===== src/rtl/cache_pkg.sv =====
`default_nettype none
// ============================================================================
// Module      : cache_pkg
// Description : Shared definitions for the direct-mapped cache and its refill
//               controller: default geometry, derived field widths, refill
//               FSM state encoding and byte-address field extraction.
//               Address layout (MSB..LSB): tag | index | word offset | byte.
// Revision    : 1.0 - initial release
// ============================================================================
package cache_pkg;

    localparam int ADDR_W         = 32;
    localparam int DATA_W         = 32;
    localparam int LINES          = 8;
    localparam int WORDS_PER_LINE = 4;

    localparam int INDEX_W = $clog2(LINES);
    localparam int WOFF_W  = $clog2(WORDS_PER_LINE);
    localparam int TAG_W   = ADDR_W - INDEX_W - WOFF_W - 2;

    typedef enum logic [1:0] {
        IDLE  = 2'd0,
        FETCH = 2'd1,
        DONE  = 2'd2
    } refill_state_e;

    function automatic logic [TAG_W-1:0] addr_tag(input logic [ADDR_W-1:0] a);
        return a[ADDR_W-1 -: TAG_W];
    endfunction

    function automatic logic [INDEX_W-1:0] addr_index(input logic [ADDR_W-1:0] a);
        return a[WOFF_W+2 +: INDEX_W];
    endfunction

    function automatic logic [WOFF_W-1:0] addr_woff(input logic [ADDR_W-1:0] a);
        return a[2 +: WOFF_W];
    endfunction

endpackage
`default_nettype wire


===== src/rtl/refill_word_ctr.sv =====
`default_nettype none
// ============================================================================
// Module      : refill_word_ctr
// Description : Word counter for a line refill. Loads a start offset, counts
//               up modulo the line length and flags the final word of the
//               line, which is the word just before the start offset.
// Ports       : clk, rst_n   - clock / async active-low reset
//               load_i       - load start_i into counter and start register
//               start_i      - first word offset of the refill
//               inc_i        - advance to the next word (wraps)
//               k_o          - current word offset
//               last_o       - k_o is the final word of this refill
// Revision    : 1.0 - initial release
// ============================================================================
module refill_word_ctr #(
    parameter int WOFF_W = 2
) (
    input  logic              clk,
    input  logic              rst_n,
    input  logic              load_i,
    input  logic [WOFF_W-1:0] start_i,
    input  logic              inc_i,
    output logic [WOFF_W-1:0] k_o,
    output logic              last_o
);

    logic [WOFF_W-1:0] k_q;
    logic [WOFF_W-1:0] start_q;
    logic [WOFF_W-1:0] k_inc;

    // Line length is a power of two, so the natural overflow of the
    // WOFF_W-bit adder is the modulo wrap.
    assign k_inc = k_q + 1'b1;

    always_ff @(posedge clk or negedge rst_n) begin
        if (!rst_n) begin
            k_q     <= '0;
            start_q <= '0;
        end else if (load_i) begin
            k_q     <= start_i;
            start_q <= start_i;
        end else if (inc_i) begin
            k_q     <= k_inc;
        end
    end

    // The refill has covered every word once the next word would be the start.
    assign last_o = (k_inc == start_q);
    assign k_o    = k_q;

endmodule
`default_nettype wire


===== src/rtl/cache_refill_ctrl.sv =====
`default_nettype none
// ============================================================================
// Module      : cache_refill_ctrl
// Description : Miss handler behind the direct-mapped cache. Fetches a whole
//               line from memory one word per beat, writes each word into the
//               data array, forwards the requested word as it arrives and
//               finally writes the tag/valid entry.
// Build macro : CRITICAL_WORD_FIRST_EN - when defined the fetch starts at the
//               requested word and wraps; otherwise words 0..N-1 in order.
// Ports       : miss_valid/miss_addr/miss_ready - miss handshake from cache
//               mem_req/mem_addr/mem_rvalid/mem_rdata - word reads to memory
//               line_we/line_index/line_woff/line_wdata - data array write
//               tag_we/line_tag - tag array write (sets valid)
//               fwd_valid/fwd_data - requested word to the cache read port
//               refill_done - one-cycle completion pulse
// Revision    : 1.0 - initial release
// ============================================================================
module cache_refill_ctrl #(
    parameter int ADDR_W         = cache_pkg::ADDR_W,
    parameter int DATA_W         = cache_pkg::DATA_W,
    parameter int LINES          = cache_pkg::LINES,
    parameter int WORDS_PER_LINE = cache_pkg::WORDS_PER_LINE,
    parameter int INDEX_W        = $clog2(LINES),
    parameter int WOFF_W         = $clog2(WORDS_PER_LINE),
    parameter int TAG_W          = ADDR_W - INDEX_W - WOFF_W - 2
) (
    input  logic               clk,
    input  logic               rst_n,
    input  logic               miss_valid,
    input  logic [ADDR_W-1:0]  miss_addr,
    output logic               miss_ready,
    output logic               mem_req,
    output logic [ADDR_W-1:0]  mem_addr,
    input  logic               mem_rvalid,
    input  logic [DATA_W-1:0]  mem_rdata,
    output logic               line_we,
    output logic [INDEX_W-1:0] line_index,
    output logic [WOFF_W-1:0]  line_woff,
    output logic [DATA_W-1:0]  line_wdata,
    output logic               tag_we,
    output logic [TAG_W-1:0]   line_tag,
    output logic               fwd_valid,
    output logic [DATA_W-1:0]  fwd_data,
    output logic               refill_done
);

    import cache_pkg::*;

    refill_state_e      state_q, state_d;
    logic [TAG_W-1:0]   tag_q;
    logic [INDEX_W-1:0] idx_q;
    logic [WOFF_W-1:0]  rw_q;

    logic               accept;
    logic               ctr_inc;
    logic [WOFF_W-1:0]  ctr_start;
    logic [WOFF_W-1:0]  k;
    logic               k_last;

    // Byte-select bits never influence a word-granular refill.
    logic               unused_byte_bits;
    assign unused_byte_bits = ^miss_addr[1:0];

`ifdef CRITICAL_WORD_FIRST_EN
    assign ctr_start = miss_addr[2 +: WOFF_W];
`else
    assign ctr_start = '0;
`endif

    refill_word_ctr #(
        .WOFF_W (WOFF_W)
    ) u_word_ctr (
        .clk     (clk),
        .rst_n   (rst_n),
        .load_i  (accept),
        .start_i (ctr_start),
        .inc_i   (ctr_inc),
        .k_o     (k),
        .last_o  (k_last)
    );

    always_ff @(posedge clk or negedge rst_n) begin
        if (!rst_n) begin
            state_q <= IDLE;
            tag_q   <= '0;
            idx_q   <= '0;
            rw_q    <= '0;
        end else begin
            state_q <= state_d;
            if (accept) begin
                tag_q <= miss_addr[ADDR_W-1 -: TAG_W];
                idx_q <= miss_addr[WOFF_W+2 +: INDEX_W];
                rw_q  <= miss_addr[2 +: WOFF_W];
            end
        end
    end

    // The tag/index of the line in flight are presented continuously; the
    // write strobes alone qualify them.
    assign line_index = idx_q;
    assign line_tag   = tag_q;

    always_comb begin
        state_d     = state_q;
        accept      = 1'b0;
        ctr_inc     = 1'b0;
        miss_ready  = 1'b0;
        mem_req     = 1'b0;
        mem_addr    = '0;
        line_we     = 1'b0;
        line_woff   = '0;
        line_wdata  = '0;
        tag_we      = 1'b0;
        fwd_valid   = 1'b0;
        fwd_data    = '0;
        refill_done = 1'b0;

        case (state_q)
            IDLE: begin
                miss_ready = 1'b1;
                if (miss_valid) begin
                    accept  = 1'b1;
                    state_d = FETCH;
                end
            end
            FETCH: begin
                mem_req  = 1'b1;
                mem_addr = {tag_q, idx_q, k, 2'b00};
                if (mem_rvalid) begin
                    line_we    = 1'b1;
                    line_woff  = k;
                    line_wdata = mem_rdata;
                    ctr_inc    = 1'b1;
                    if (k == rw_q) begin
                        fwd_valid = 1'b1;
                        fwd_data  = mem_rdata;
                    end
                    if (k_last) begin
                        state_d = DONE;
                    end
                end
            end
            DONE: begin
                tag_we      = 1'b1;
                refill_done = 1'b1;
                state_d     = IDLE;
            end
            default: begin
                state_d = IDLE;
            end
        endcase
    end

endmodule
`default_nettype wire


===== config.mk =====
export PLATFORM = sky130hd
export DESIGN_NAME = cache_refill_ctrl
export DESIGN_NICKNAME = d
export VERILOG_FILES = /design/src/rtl/cache_pkg.sv /design/src/rtl/refill_word_ctr.sv /design/src/rtl/cache_refill_ctrl.sv
export SDC_FILE = /design/constraint.sdc
export NUM_CORES = 1
export LEC_CHECK = 0
export CORE_MARGIN = 1.5
export CORE_UTILIZATION = 33
export DETAILED_ROUTE_END_ITERATION = 10
export GPL_TIMING_DRIVEN = 0
export PLACE_DENSITY = 0.95
export SYNTH_ARGS = -nofsm -noshare
export SYNTH_HDL_FRONTEND = slang
export SYNTH_SLANG_ARGS = --single-unit
export TNS_END_PERCENT = 1

===== constraint.sdc =====
create_clock -name clk -period 3.9 [get_ports clk]
set_input_delay 0.975 -clock clk [delete_from_list [all_inputs] [get_ports clk]]
set_output_delay 0.975 -clock clk [all_outputs]
set_load 0.02 [all_outputs]

==> impl_metrics.tcl, run 1 <==
set metrics [dict create \
    outcome "finished clean" \
    ys_types 26 \
    p_total_uw 3594 \
    fin_cells 518 \
    yosysSeqAreaShare_pct 40.02 \
    crit_arrival_ns 2.79 \
    synth_area_sq_um 2126 \
    hold_class "flop to flop" \
    maxCapViolations 0 \
    start_kind "input pin" \
    nets 509 \
    die_w_um 83.26 \
    hold_viol 0 \
    min_period_ns 3.762 \
    syn_inst 237 \
    numCtsBuffers 5 \
    wirelength_mm 7.449 \
    drive_gt1_share_pct 12.24 \
    n_antenna_cell 0 \
    ir_worst_vdd_mv 0.6399 \
    cts_root_buf "clkbuf_8" \
    antenna_found_initial 0 \
    end_kind "primary output" \
    initial_core_util_pct 33.86 \
    powerDensity_nw_per_um2 835.3 \
    grt.overflow.total 0 \
    dp_cells 510 \
    cts.sinks 34 \
    gp_congestion 0.8693 \
    fin_ws_ns 0.1377 \
    utilization_pct 68.55 \
    crit_fanout 10 \
    ant_nets 0 \
    core_sq_um 6277 \
    synth_largest_type_area_fraction_pct 40.02 \
    grt_pass1_vias 2452 \
    synth.avg_cell_area_sq_um 8.970 \
    rr_worst_depth 4 \
    grtUsageTotal_pct 20.70 \
    final_cell_mix "clkdlybuf4s50_1 (184), inv_1 (35), nor2_1 (35)" \
    place_ws_ns -0.1194 \
    die_h_um 83.26 \
    rsz0062_at_grt "false" \
    htreeDepth 2 \
    fmax_ghz 0.2658 \
    ys_ff_latch 34 \
    synth_largest_area_cell "dfrtp_1" \
    vias_per_cell 4.689 \
    numPortBuffers 195 \
    clock_skew_ns 0.008054 \
    dp_hpwl_mm 5.912 \
    worst_ep_required_time_ns 2.92 \
    area_growth_pct 102.4 \
    worstSetupPathType "input pin to primary output" \
    clk_latency_ns 0.28 \
    cts_buffer_depth 2 \
    dr.pass1.iters 4 \
    placementRows 29 \
    finalSetupViolCount 0 \
    layout_commonest_cell "clkdlybuf4s50_1" \
    clk_pin_slew_worst_paths_ns 0.07 \
    slew_headroom_pct 49.16 \
    ctsHoldBuffers 0 \
    yosys_warnings 0 \
    cts_tree "built" \
    grt_pass1_wl_mm 11.79 \
    drt_iter0_drc 88 \
    hold_path_depth 1 \
    p_leak_uw 0.001865 \
    yosys-top-cells-area "dfrtp_1 (40%), mux2_2 (15%), nor4_1 (9.4%)" \
    drv_slew 0 \
    die_area_sq_um 6932 \
    drc 0 \
    vias 2429 \
    min_period_over_period_pct 96.47 \
    worst_pin_slew_ns 0.7626 \
    wire_per_inst_um 14.38 \
    grt_max_degree 35 \
    hold_slack_ns 0.5292 \
    num_io_pins 200 \
]
## cell usage after synthesis
cell	n
a221o_1	1
mux2_1	2
buf_6	1
o21bai_1	1
ha_1	1
inv_1	35
xor2_1	2
nor3b_4	1
mux2_2	28
and3_1	2
a21o_1	1
dfrtp_1	34
a2111oi_0	1
clkbuf_1	8
nand2_1	1
nor3_1	1
nor4_1	32
conb_1	1
and4b_1	2
nor2_1	35
and2_1	29
nand2b_1	1
nand3b_4	1
buf_4	6
nor2b_1	2
buf_2	8
## per-stage QoR
step                      TNS, ns  instance area (sq um)
after detailed placement   -1.214                   4173
after global routing            0                   4303
after CTS                       0                   4303
final                           0                   4303
after floorplan                 0                   2130
after global placement    -0.6727                   4178
## sequential cells by signal, summed over array words and instances (netlist names)
name,cells
u_word_ctr.k_o,2
rw_q,2
state_q,2
line_index,3
line_tag,25
## final cells by class
class,count,area [sq um]
inverter,35,131.4
clock inverter,2,60.06
tap,77,96.34
clock buffer,6,82.58
sequential,34,850.8
fill,475,1974
multi-input combinational,146,1021
timing repair buffer,195,1934
buffer,23,126.4
## repair_timing
| action | CTS | global route |
|---|---|---|
| gates resized for setup | 10 | 0 |
| endpoints found under the setup margin | 20 | 0 |
| setup buffers | 0 | 0 |
| hold endpoints to repair | 0 | 0 |
## critical path: stages
cell and delay (ns):
dlygate4sd2_1 0.38, nand3b_4 0.11, clkbuf_1 0.25, nor4_1 0.39
clkdlybuf4s50_1 0.68
## power breakdown
group	internal, uW	leakage, uW	switching [uW]
Sequential	530	0.000403	142
Clock	273	0.0000714	129
Combinational	1200	0.00139	1320
## cell families after synthesis
family                   after synthesis  share of synthesized area (%)
AO/OA/AOI/OAI                          4                          1.590
other                                  1                         0.1764
buffers and inverters                 58                          12.12
adder cells (fa/ha/maj)                1                         0.5885
multiplexers                          30                          15.89
flip-flops                            34                          40.02
AND/OR/NAND/NOR                      107                          28.78
XOR/XNOR                               2                         0.8242
## worst paths after layout
path	startpoint	endpoint	slack, ns
setup / recovery	mem_rvalid	fwd_data[28]	0.14
hold / removal	rw_q[0]$_DFFE_PN0P_	rw_q[0]$_DFFE_PN0P_	0.53
setup reg to reg	state_q[0]$_DFFE_PN0P_	line_tag[0]$_DFFE_PN0P_	2.28
hold reg to reg	rw_q[0]$_DFFE_PN0P_	rw_q[0]$_DFFE_PN0P_	0.53
max in group asynchronous	rst_n	line_index[1]$_DFFE_PN0P_	2.65
min in group asynchronous	rst_n	line_tag[21]$_DFFE_PN0P_	0.76
## per-layer routing
layer	global-route usage [%]	share of wire, %	vias up	wire, um
met5	0	0	-	0
met4	7.727	2.6	0	194
met3	5.865	8.7	16	648
met2	36.81	49	130	3665
met1	23.48	39	1104	2940
li1	-	-	1179	-
Note: power is estimated with default switching activity, not from simulation.
==> run 2, diff against run 1 <==
--- a/config.mk
+++ b/config.mk
@@ -9,7 +9,7 @@
 export CORE_UTILIZATION = 33
 export DETAILED_ROUTE_END_ITERATION = 10
 export GPL_TIMING_DRIVEN = 0
-export PLACE_DENSITY = 0.95
+export PLACE_DENSITY = 0.87
 export SYNTH_ARGS = -nofsm -noshare
 export SYNTH_HDL_FRONTEND = slang
 export SYNTH_SLANG_ARGS = --single-unit
==> impl_metrics.tcl, run 2 (synthesis results as in run 1) <==
set metrics [dict create \
    outcome "finished clean" \
    start_kind "input pin" \
    drv_slew 0 \
    design_area_sq_um 4268 \
    cts_tree "built" \
    wirelength_mm 8.003 \
    crit_start "mem_rvalid" \
    utilization_pct 67.99 \
    cts.sinks 34 \
    power_frac_comb_pct 72.1 \
    r2r_setup_slack_ns 2.22 \
    fmax_ghz 0.2686 \
    p_leak_uw 0.001860 \
    fillerInstances 493 \
    fin_ws_ns 0.1765 \
    r2r_start "state_q[0]$_DFFE_PN0P_" \
    clk_latency_ns 0.28 \
    grt_max_degree 35 \
    hold_class "flop to flop" \
    min_period_over_period_pct 95.47 \
    die_w_um 83.26 \
    nets 509 \
    rsz0062_at_grt "false" \
    hold_start "line_tag[18]$_DFFE_PN0P_" \
    min_period_ns 3.723 \
    vias_per_cell 4.792 \
    maxCapViolations 0 \
    num_io_pins 200 \
    clk_pin_slew_worst_paths_ns 0.07 \
    power_frac_clock_pct 8.6 \
    hold_slack_ns 0.5152 \
    initial_core_util_pct 33.86 \
    drt_iter0_drc 36 \
    powerDensity_nw_per_um2 827.1 \
    gp_congestion 0.7979 \
    rr_endpoint "line_index[1]$_DFFE_PN0P_" \
    crit_arrival_ns 2.75 \
    vias 2482 \
    clock_skew_ns 0.003450 \
    die_area_sq_um 6932 \
    end_kind "primary output" \
    power.internal_uw 1906 \
    layout_commonest_cell "clkdlybuf4s50_1" \
    slew_headroom_pct 51.08 \
    rr_worst_depth 4 \
    area_growth_pct 100.8 \
    hold_end "line_tag[18]$_DFFE_PN0P_" \
    htreeDepth 2 \
    place_ws_ns -0.1650 \
    final_cell_mix "clkdlybuf4s50_1 (182), inv_1 (35), nor2_1 (35)" \
    grt.overflow.total 0 \
    crit_fanout 10 \
    p_total_uw 3530 \
    antenna_found_initial 0 \
    cts_root_buf "clkbuf_8" \
    grt_pass1_wl_mm 13.03 \
    grt_pass1_vias 2633 \
    numPortBuffers 195 \
    hold_viol 0 \
    worst_pin_slew_ns 0.7338 \
    drive_gt1_share_pct 12.24 \
    regArea_sq_um 850.8 \
    die_h_um 83.26 \
    placementRows 29 \
    worst_ep_required_time_ns 2.92 \
    swShare_pct 46.02 \
    drc 0 \
    dp_hpwl_mm 6.248 \
    netSwitchingPower_uw 1624 \
    ant_nets 0 \
    placed_area_sq_um 4173 \
    n_antenna_cell 0 \
    grtUsageTotal_pct 22.64 \
    worstSetupPathType "input pin to primary output" \
    largest_reg_flops 25 \
    wire_per_inst_um 15.45 \
    ir_worst_vdd_mv 0.5723 \
    seqPwrFrac_pct 19.3 \
    dr.pass1.iters 4 \
    numCtsBuffers 5 \
    multi_input_area_sq_um 1021 \
    core_sq_um 6277 \
    finalSetupViolCount 0 \
    cts_buffer_depth 2 \
    hold_path_depth 1 \
]
## run 2: cell types whose count changed in the layout (fill, tap and decap cells not counted)
cell,delta
bufinv_16,-2
clkbuf_8,+2
clkdlybuf4s50_1,-2
dlygate4sd2_1,+2
## run 2: how the worst max path moves through the flow
stage	endpoint	depth (start not counted)	slack, ns
after CTS	fwd_data[22]	6	0.19
final	fwd_data[28]	5	0.18
after detailed placement	fwd_data[15]	6	-0.17
after floorplan	fwd_data[15]	4	0.87
after global routing	fwd_data[5]	5	0.05
after global placement	fwd_data[25]	5	-0.14
## run 2: repair_timing
action	in CTS	in global routing
setup buffers	0	0
setup endpoints to repair	28	0
hold buffers	0	0
resized for setup	12	0
## run 2: metal layers
layer / global-route usage [%] / share of wire [%] / vias up
met5: 0 / 0 / -
met4: 6.515 / 1.9 / 0
met3: 6.461 / 9.1 / 14
met2: 39.32 / 48 / 140
met1: 27.24 / 41 / 1152
li1: - / - / 1176
## run 2: worst max-delay path, cell delays in order
cell             delay, ns
dlygate4sd2_1         0.39
nand3b_4              0.11
clkbuf_1              0.27
nor4_1                0.33
clkdlybuf4s50_1       0.66
## run 2: power by group through the flow
| stage | logic [uW] | registers [uW] | clock network [uW] |
|---|---|---|---|
| after floorplan | 1180 | 827 | 0 |
| after global placement | 2510 | 670 | 0 |
| after detailed placement | 2560 | 677 | 0 |
| after CTS | 2560 | 684 | 307 |
| after global routing | 2680 | 708 | 325 |
| final | 2540 | 683 | 303 |
## run 2: through the flow
step	std cells	setup TNS, ns
after floorplan	238	0
after global placement	510	-1.221
after detailed placement	510	-1.615
after CTS	518	0
after global routing	518	0
final	518	0
## run 2: final cells by class
cell class                      instances  share of cell area, %
Timing Repair Buffer                  195                  45.27
Multi-Input combinational cell        146                  23.92
Sequential cell                        34                  19.94
Inverter                               35                  3.078
Buffer                                 23                  2.961
Clock buffer                            8                  2.580
Tap cell                               77                  2.257
==> run 3, diff against run 2 <==
--- a/config.mk
+++ b/config.mk
@@ -9,7 +9,7 @@
 export CORE_UTILIZATION = 33
 export DETAILED_ROUTE_END_ITERATION = 10
 export GPL_TIMING_DRIVEN = 0
-export PLACE_DENSITY = 0.87
+export PLACE_DENSITY_LB_ADDON = 0.25
 export SYNTH_ARGS = -nofsm -noshare
 export SYNTH_HDL_FRONTEND = slang
 export SYNTH_SLANG_ARGS = --single-unit
==> impl_metrics.tcl, run 3 (synthesis results as in run 1) <==
set metrics [dict create \
    worstSetupPathType "input pin to primary output" \
    crit_fanout 10 \
    hold_path_depth 1 \
    placed_area_sq_um 4173 \
    path_buf_inv 4 \
    maxCapViolations 0 \
    die_h_um 83.26 \
    design_area_sq_um 4283 \
    die_area_sq_um 6932 \
    vias_per_cell 4.656 \
    cts.sinks 34 \
    vias 2407 \
    powerDensity_nw_per_um2 823.9 \
    wire_per_inst_um 14.32 \
    dp_hpwl_mm 5.983 \
    drt_iter0_drc 57 \
    start_kind "input pin" \
    crit_cells 6 \
    initial_core_util_pct 33.86 \
    finalSetupViolCount 0 \
    crit_path_max_incr_delay_ns 0.65 \
    clock_skew_ns 0.007165 \
    p_leak_uw 0.001838 \
    r2r_start "state_q[0]$_DFFE_PN0P_" \
    hold_class "flop to flop" \
    r2r_setup_slack_ns 2.29 \
    ir_worst_vdd_mv 0.5570 \
    core_sq_um 6277 \
    crit_slowest_cell "clkdlybuf4s50_1" \
    htreeDepth 2 \
    cp_top_family "buffers and inverters" \
    min_period_over_period_pct 94.79 \
    wirelength_mm 7.402 \
    placementRows 29 \
    n_antenna_cell 0 \
    rsz0062_at_grt "false" \
    dr.pass1.iters 3 \
    hold_end "line_index[1]$_DFFE_PN0P_" \
    layout_commonest_cell "clkdlybuf4s50_1" \
    area_growth_pct 101.5 \
    drive_gt1_share_pct 12.27 \
    crit_chain "dlygate4sd2_1, nand3b_4, buf_2, buf_6, nor4_1, clkdlybuf4s50_1" \
    grtUsageTotal_pct 21.03 \
    final_cell_mix "clkdlybuf4s50_1 (187), inv_1 (35), nor2_1 (35)" \
    fin_cells 517 \
    hold_viol 0 \
    num_io_pins 200 \
    drc 0 \
    fmax_ghz 0.2705 \
    cts_tree "built" \
    grt_max_degree 35 \
    drv_slew 0 \
    nets 509 \
    worst_pin_slew_ns 0.7720 \
    largest_reg_flops 25 \
    rr_endpoint "rw_q[1]$_DFFE_PN0P_" \
    end_kind "primary output" \
    cts_root_buf "clkbuf_8" \
    ant_nets 0 \
    grt_pass1_wl_mm 11.78 \
    slew_headroom_pct 48.53 \
    rr_worst_depth 4 \
    grt.overflow.total 0 \
    worst_ep_required_time_ns 2.92 \
    hold_start "line_index[1]$_DFFE_PN0P_" \
    crit_start "mem_rvalid" \
    antenna_found_initial 0 \
    ctsHoldBuffers 0 \
    cts_buffer_depth 2 \
    clk_pin_slew_worst_paths_ns 0.07 \
    gp_congestion 0.8564 \
    tns_ns 0 \
    outcome "finished clean" \
    min_period_ns 3.697 \
    grt_pass1_vias 2364 \
    numCtsBuffers 5 \
    clk_latency_ns 0.28 \
    crit_arrival_ns 2.72 \
    die_w_um 83.26 \
    dp_cells 510 \
    numPortBuffers 195 \
]
## run 3: cell count changes in the layout (fill, tap and decap cells not counted)
cell             before  now
bufinv_16             0    1
clkbuf_8              8    6
clkdlybuf4s50_1     182  187
dlygate4sd2_1        12    7
nor4_1               32   31
nor4_2                0    1
## run 3: where the power goes
group | total (uW) | switching (uW) | internal (uW)
sequential | 666 | 136 | 530
clock | 331 | 127 | 204
combinational | 2530 | 1330 | 1210
total | 3530 | 1590 | 1940
## run 3: per-stage QoR
| stage | hold slack (ns) | total power (uW) | setup WS (ns) | utilization, % |
|---|---|---|---|---|
| after CTS | 0.5261 | 3556 | 0.2015 | 68.23 |
| final | 0.5228 | 3529 | 0.2030 | 68.23 |
| after global routing | 0.5519 | 3722 | 0.06612 | 68.23 |
| after detailed placement | 0.5107 | 3219 | -0.1373 | 66.47 |
| after floorplan | 0.5007 | 2008 | 0.8687 | - |
| after global placement | 0.4956 | 3179 | -0.1262 | 66.55 |
## run 3: area by class of cell
| cell class | count | area, sq um |
|---|---|---|
| inverter | 35 | 131.4 |
| sequential | 34 | 850.8 |
| buffer | 23 | 126.4 |
| clock buffer | 6 | 82.58 |
| clock inverter | 1 | 30.03 |
| tap | 77 | 96.34 |
| timing repair buffer | 195 | 1938 |
| multi-input combinational | 146 | 1027 |
| fill | 530 | 1994 |
## run 3: how the worst max path moves through the flow
stage	to
after CTS	fwd_data[19]
after detailed placement	fwd_data[9]
final	fwd_data[19]
after global routing	fwd_data[19]
after global placement	fwd_data[9]
after floorplan	fwd_data[15]
## run 3: layer usage
metal	GRT usage, %	up-vias	wire length, um
met4	7.273	0	161
met1	23.96	1095	2904
met2	37.62	122	3701
met5	0	-	0
met3	5.865	11	634
li1	-	1179	-
## run 3: what timing repair did
item,in CTS,in global routing
resized for setup,8,0
endpoints found under the setup margin,21,0
buffers inserted,0,0
